`src/rtl/counter_ring_prog.sv`:
```
// Programmable ring/Johnson counter with runtime mode, direction, active length, load, wrap pulse and step count.
// Optional sticky state-validity flag on o_err when COUNTER_RING_ERR_CHECK_EN is defined.
module counter_ring_prog #(
    parameter int WIDTH = 8,
    parameter logic [WIDTH-1:0] RESET_PATTERN = WIDTH'(1),
    localparam int LW = $clog2(WIDTH) + 2
) (
    input  logic             i_clk,
    input  logic             i_rst_n,
    input  logic             i_enable,
    input  logic             i_mode,
    input  logic             i_dir,
    input  logic [LW-1:0]    i_len,
    input  logic             i_load,
    input  logic [WIDTH-1:0] i_load_val,
    output logic [WIDTH-1:0] o_ring_out,
    output logic             o_wrap,
    output logic [LW:0]      o_step,
    output logic             o_err
);

    logic [WIDTH-1:0] ring_q, ring_d;
    logic             wrap_q, wrap_d;
    logic [LW:0]      step_q, step_d;
    logic             mode_q, dir_q;
    logic [LW-1:0]    len_q;

    logic [LW-1:0]    le;
    logic [WIDTH-1:0] mask, q_win, rot, stepped;
    logic             top_bit, wrap_bit, cfg_chg;
    logic [LW:0]      period, step_inc;

    always_comb begin
        if (i_len < LW'(2)) begin
            le = LW'(2);
        end else if (i_len > LW'(WIDTH)) begin
            le = LW'(WIDTH);
        end else begin
            le = i_len;
        end
    end

    // Window of le bits; shifting by WIDTH yields zero so the full-width mask is all ones.
    assign mask     = ~({WIDTH{1'b1}} << le);
    assign q_win    = ring_q & mask;
    assign top_bit  = |(q_win & (WIDTH'(1) << (le - LW'(1))));
    assign wrap_bit = (i_dir ? top_bit : q_win[0]) ^ i_mode;

    always_comb begin
        if (i_dir) begin
            rot = ((q_win << 1) & mask) | WIDTH'(wrap_bit);
        end else begin
            rot = (q_win >> 1) | (WIDTH'(wrap_bit) << (le - LW'(1)));
        end
    end

    // A ring that lost its token restarts from bit 0; all-zero is a legal Johnson state.
    assign stepped  = (!i_mode && (rot == '0)) ? WIDTH'(1) : rot;
    assign period   = i_mode ? {le, 1'b0} : {1'b0, le};
    assign step_inc = step_q + (LW+1)'(1);
    assign cfg_chg  = (i_mode != mode_q) || (i_dir != dir_q) || (le != len_q);

    always_comb begin
        ring_d = ring_q;
        step_d = step_q;
        wrap_d = 1'b0;
        if (i_load) begin
            ring_d = i_load_val & mask;
            step_d = '0;
        end else begin
            if (i_enable) begin
                ring_d = stepped;
            end
            if (cfg_chg) begin
                step_d = '0;
            end else if (i_enable) begin
                if (step_inc == period) begin
                    step_d = '0;
                    wrap_d = 1'b1;
                end else begin
                    step_d = step_inc;
                end
            end
        end
    end

    always_ff @(posedge i_clk or negedge i_rst_n) begin
        if (!i_rst_n) begin
            ring_q <= RESET_PATTERN;
            wrap_q <= 1'b0;
            step_q <= '0;
            mode_q <= 1'b0;
            dir_q  <= 1'b0;
            len_q  <= LW'(WIDTH);
        end else begin
            ring_q <= ring_d;
            wrap_q <= wrap_d;
            step_q <= step_d;
            mode_q <= i_mode;
            dir_q  <= i_dir;
            len_q  <= le;
        end
    end

    assign o_ring_out = ring_q;
    assign o_wrap     = wrap_q;
    assign o_step     = step_q;

`ifdef COUNTER_RING_ERR_CHECK_EN
    logic err_q, err_d;

    // v is already windowed; Johnson accepts 0..01..1 and 1..10..0 within the window.
    function automatic logic win_valid(input logic [WIDTH-1:0] v, input logic johnson,
                                       input logic [WIDTH-1:0] m);
        logic [WIDTH-1:0] inv;
        logic             ok;
        inv = ~v & m;
        if (johnson) begin
            ok = ((v & (v + WIDTH'(1))) == '0) || ((inv & (inv + WIDTH'(1))) == '0);
        end else begin
            ok = (v != '0) && ((v & (v - WIDTH'(1))) == '0);
        end
        return ok;
    endfunction

    always_comb begin
        if (i_load) begin
            err_d = !win_valid(i_load_val & mask, i_mode, mask);
        end else begin
            err_d = err_q | !win_valid(q_win, i_mode, mask);
        end
    end

    always_ff @(posedge i_clk or negedge i_rst_n) begin
        if (!i_rst_n) begin
            err_q <= 1'b0;
        end else begin
            err_q <= err_d;
        end
    end

    assign o_err = err_q;
`else
    assign o_err = 1'b0;
`endif

endmodule

```
`config.mk`:
```
export PLATFORM = sky130hd
export DESIGN_NAME = counter_ring_prog
export DESIGN_NICKNAME = d
export VERILOG_FILES = /design/src/rtl/counter_ring_prog.sv
export SDC_FILE = /design/constraint.sdc
export NUM_CORES = 1
export LEC_CHECK = 0
export CAP_MARGIN = 30
export CORE_MARGIN = 4
export CORE_UTILIZATION = 35
export CTS_CLUSTER_SIZE = 24
export DETAILED_ROUTE_END_ITERATION = 12
export GPL_TIMING_DRIVEN = 0
export PLACE_DENSITY = 0.55
export REMOVE_ABC_BUFFERS = 1
export SLEW_MARGIN = 25
export SYNTH_ARGS = -nofsm -noshare
export SYNTH_HDL_FRONTEND = slang
export SYNTH_SLANG_ARGS = --single-unit
export TNS_END_PERCENT = 30
```
`constraint.sdc`:
```
create_clock -name i_clk -period 5 [get_ports i_clk]
set_clock_uncertainty 0.1 [all_clocks]
set_input_delay 1.5 -clock i_clk [delete_from_list [all_inputs] [get_ports i_clk]]
set_output_delay 1.5 -clock i_clk [all_outputs]
set_load 0.005 [all_outputs]
```
==> run_results.csv <==
group,metric,value,unit
yosys,yosysUniqueCellTypes,64,
grt,gr-max-usage-layer,"met2",
yosys,synthCells,229,
timing,rsz0062_at_grt,"false",
yosys,yosys.area.top_type,"dfrtp_1",
placement,globalplace.congestion,0.8371,
die,die_x,80.96,um
timing,setup_viol,0,
placement,io_buffers,33,
worst_setup_path,path_cells,"clkdlybuf4s50_1 > nor2_4 > inv_2 > nor2_1 > inv_1 > ha_1 > nor3_1 > a2111oi_1 > nand4_1 > or4_1 > o221ai_1",
yosys,yosysSeqAreaShare,29.68,%
grt,use_met3,3.104,%
yosys,yosys_warnings,0,
yosys,async_reset_ff_share,100.0,%
grt,met1_usage,26.19,%
yosys,synth-adder-area-share,1.343,%
clock_network,cts_hold_repair.buffers,0,
timing,period_needed,4.766,ns
yosys,synth_top_area_share,26.86,%
worst_setup_path,worst_path_max_delay_cell,"clkdlybuf4s50_1",
flow_run,max-cap-violations,0,
placement,place_ws,0.03924,ns
grt,grt_pass1_wl,9087,um
timing,maxSlewViolCount,0,
die,die_h,80.96,um
timing,fin_crit_sh,95.33,%
clock_network,htreeDepth,1,
die,initial_utilization,36.25,%
die,num_rows,26,
drt,vias_per_cell,5.744,
outcome,run_status,"completed",
finish,syn_to_final_growth,19.81,%
pwr,ir_drop,0.0001165,V
yosys,syn_area,1863,um2
drt,drt-pass1-iter-count,4,
grt,grt_start_max_net_pins,23,
clock_network,cts_buffer_depth,2,
die,die_area,6555,um2
yosys,synthSimpleGateAreaFrac,21.69,%
worst_setup_path,path_class,"input port to flip-flop",
worst_setup_path,slowest_delay,0.54,ns
grt,antenna_found_initial,0,
finish,final_cells,316,
pwr,leakagePower,0.0008170,uW
grt,overflow,0,
finish,drive_gt1_share,8.130,%
yosys,synth_enable_flop_cells,0,
worst_setup_path,worstSetupStartpointType,"input port",
worst_setup_path,crit_family,"simple AND/OR/NAND/NOR gates",
die,core,5140,um2
yosys,synth.mux.area_fraction,2.283,%
yosys,syn_avg_cell_area,8.136,um2
clock_network,cts_sinks,22,
yosys,synth_flop_cell,"dfrtp_1",
timing,hold_ws,0.4772,ns
finish,diodes,0,
timing,worst_pin_slew,0.8176,ns
yosys,synth-seq-cells,22,
yosys,synth_area_leaders,"dfrtp_1, nand2_1, nand3_1",
placement,hpwl,3857,um
grt,use_met2,27.01,%
drt,drtAntennaViolNets,0,
worst_setup_path,path_buf_inv,3,
worst_setup_path,worstPathArrival,4.86,ns
yosys,synth-xor-area-share,7.119,%
min_path,hold_class,"flip-flop to flip-flop",
drt,first_iter_violations,137,
yosys,synth_top_family_by_area,"compound AO/OA/AOI/OAI gates",
clock_network,cts-resized-gates,0,
placement,place_inst,312,
pwr,power_density,217.3,nW/um2
timing,setup-tns-final,0,ns
drt,wl_per_cell,17.01,um
clock_network,cts_tree,"done",
clock_network,cts_buffers,3,
clock_network,clock_latency,0.27,ns
finish,final_util,43.43,%
clock_network,post_cts_buffers,0,
die,ios,35,
worst_setup_path,cp_max_fo,16,
worst_setup_path,critPathRequiredTime,5.09,ns
drt,routed-via-count,1815,
grt,grt_pass1_vias,1715,
drt,wl,5374,um
finish,fin_nets,268,
worst_setup_path,end_kind,"flip-flop",
clock_network,clk_pin_slew,0.09,ns
timing,fmax,0.2098,GHz
timing,hold_violations,0,
clock_network,clockRootBuffer,"clkbuf_8",
timing,relSlewSlack,45.32,%
drt,drc,0,
yosys,synth-compound-area-share,29.89,%
timing,fin_ws,0.2337,ns
grt,track_usage,17.59,%
flip-flops by register name (all words and copies together) (netlist names):
signal and count:
dir_q 1, o_step 6, len_q 5, o_wrap 1
o_ring_out 8, mode_q 1
placed cells by master, fill, tap and decap left out, types with 2 or more instances in the layout:
cell	count
o31ai_1	4
mux2_2	2
nand2b_1	2
clkdlybuf4s50_1	32
a31o_2	2
ha_1	2
a31oi_1	4
o21ai_1	2
nand3_1	15
clkbuf_8	4
xor2_1	4
nor3_1	4
nor2_1	16
a211oi_1	5
o211ai_1	6
inv_1	6
o21ai_0	13
nor2b_1	6
and3_1	2
nand4_1	4
dfrtp_1	20
o22ai_1	4
nand2_1	21
xnor2_1	8
dfstp_2	2
conb_1	2
a21o_1	4
a21oi_1	13
o221ai_1	3
mux2i_1	2
cells by family after synthesis:
kind of cell | after synthesis
xor gates and xnor gates | 13
and+or+nand+nor | 80
other | 1
adders and majority gates | 2
buffers and inverters | 29
muxes | 4
AOI/OAI and AO/OA | 78
DFF | 22
area by class of cell:
type	instances	area, um2
Clock buffer	4	55.05
Fill cell	568	2908
Inverter	8	42.54
Multi-Input combinational cell	179	1169
Sequential cell	22	553.0
Tap cell	70	87.58
Timing Repair Buffer	33	325.3
where the power goes:
part           leakage (uW)  total [uW]  internal (uW)  switching [uW]
sequential         0.000280         206            190            16.1
combinational      0.000508         144           65.4            78.4
clock             0.0000288         136           70.3            65.2
total              0.000817         485            325             160
Yosys cell counts (all sizes together) (2+ instances only):
master,n
a211oi,5
a21o,4
a21oi,13
a311oi,2
a31o,2
a31oi,4
and3,2
buf,9
clkbuf,12
dfrtp,20
dfstp,2
ha,2
inv,7
mux2,2
mux2i,2
nand2,21
nand2b,2
nand3,15
nand4,4
nor2,17
nor2b,6
nor3,4
nor4,2
o211ai,6
o21ai,15
o221ai,3
o22ai,4
o31ai,5
xnor2,9
xor2,4
metrics by stage:
stage	instance area, um2	total power, uW
2_1_floorplan	1764	281.1
3_3_place_gp	2182	351.9
3_5_place_dp	2177	351.2
4_1_cts	2232	488.9
5_1_grt	2232	514.9
6_report	2232	484.9
tightest hold or removal path, delay by kind of cell (launching register included):
kind            cells  cell delay, ns
simple gates        1            0.07
flops               1            0.42
compound gates      1            0.05
path summary, 6_finish.rpt:
kind,start,end,slack [ns],depth (start not counted)
min reg2reg,o_step[4],o_step[4],0.48,2
max reg2reg,o_step[0],o_step[0],2.44,7
min,o_step[4],o_step[4],0.48,2
max in group asynchronous,i_rst_n,len_q[3],3.31,1
max,i_len[4],o_ring_out[0],0.23,11
min in group asynchronous,i_rst_n,o_ring_out[7],1.11,1
per-layer routing:
| metal | share of wire (%) | vias up |
|---|---|---|
| li1 | - | 880 |
| met1 | 51 | 889 |
| met2 | 44 | 42 |
| met3 | 4.1 | 4 |
| met4 | 0.71 | 0 |
| met5 | 0 | - |
(Power assumes the default switching activity.)
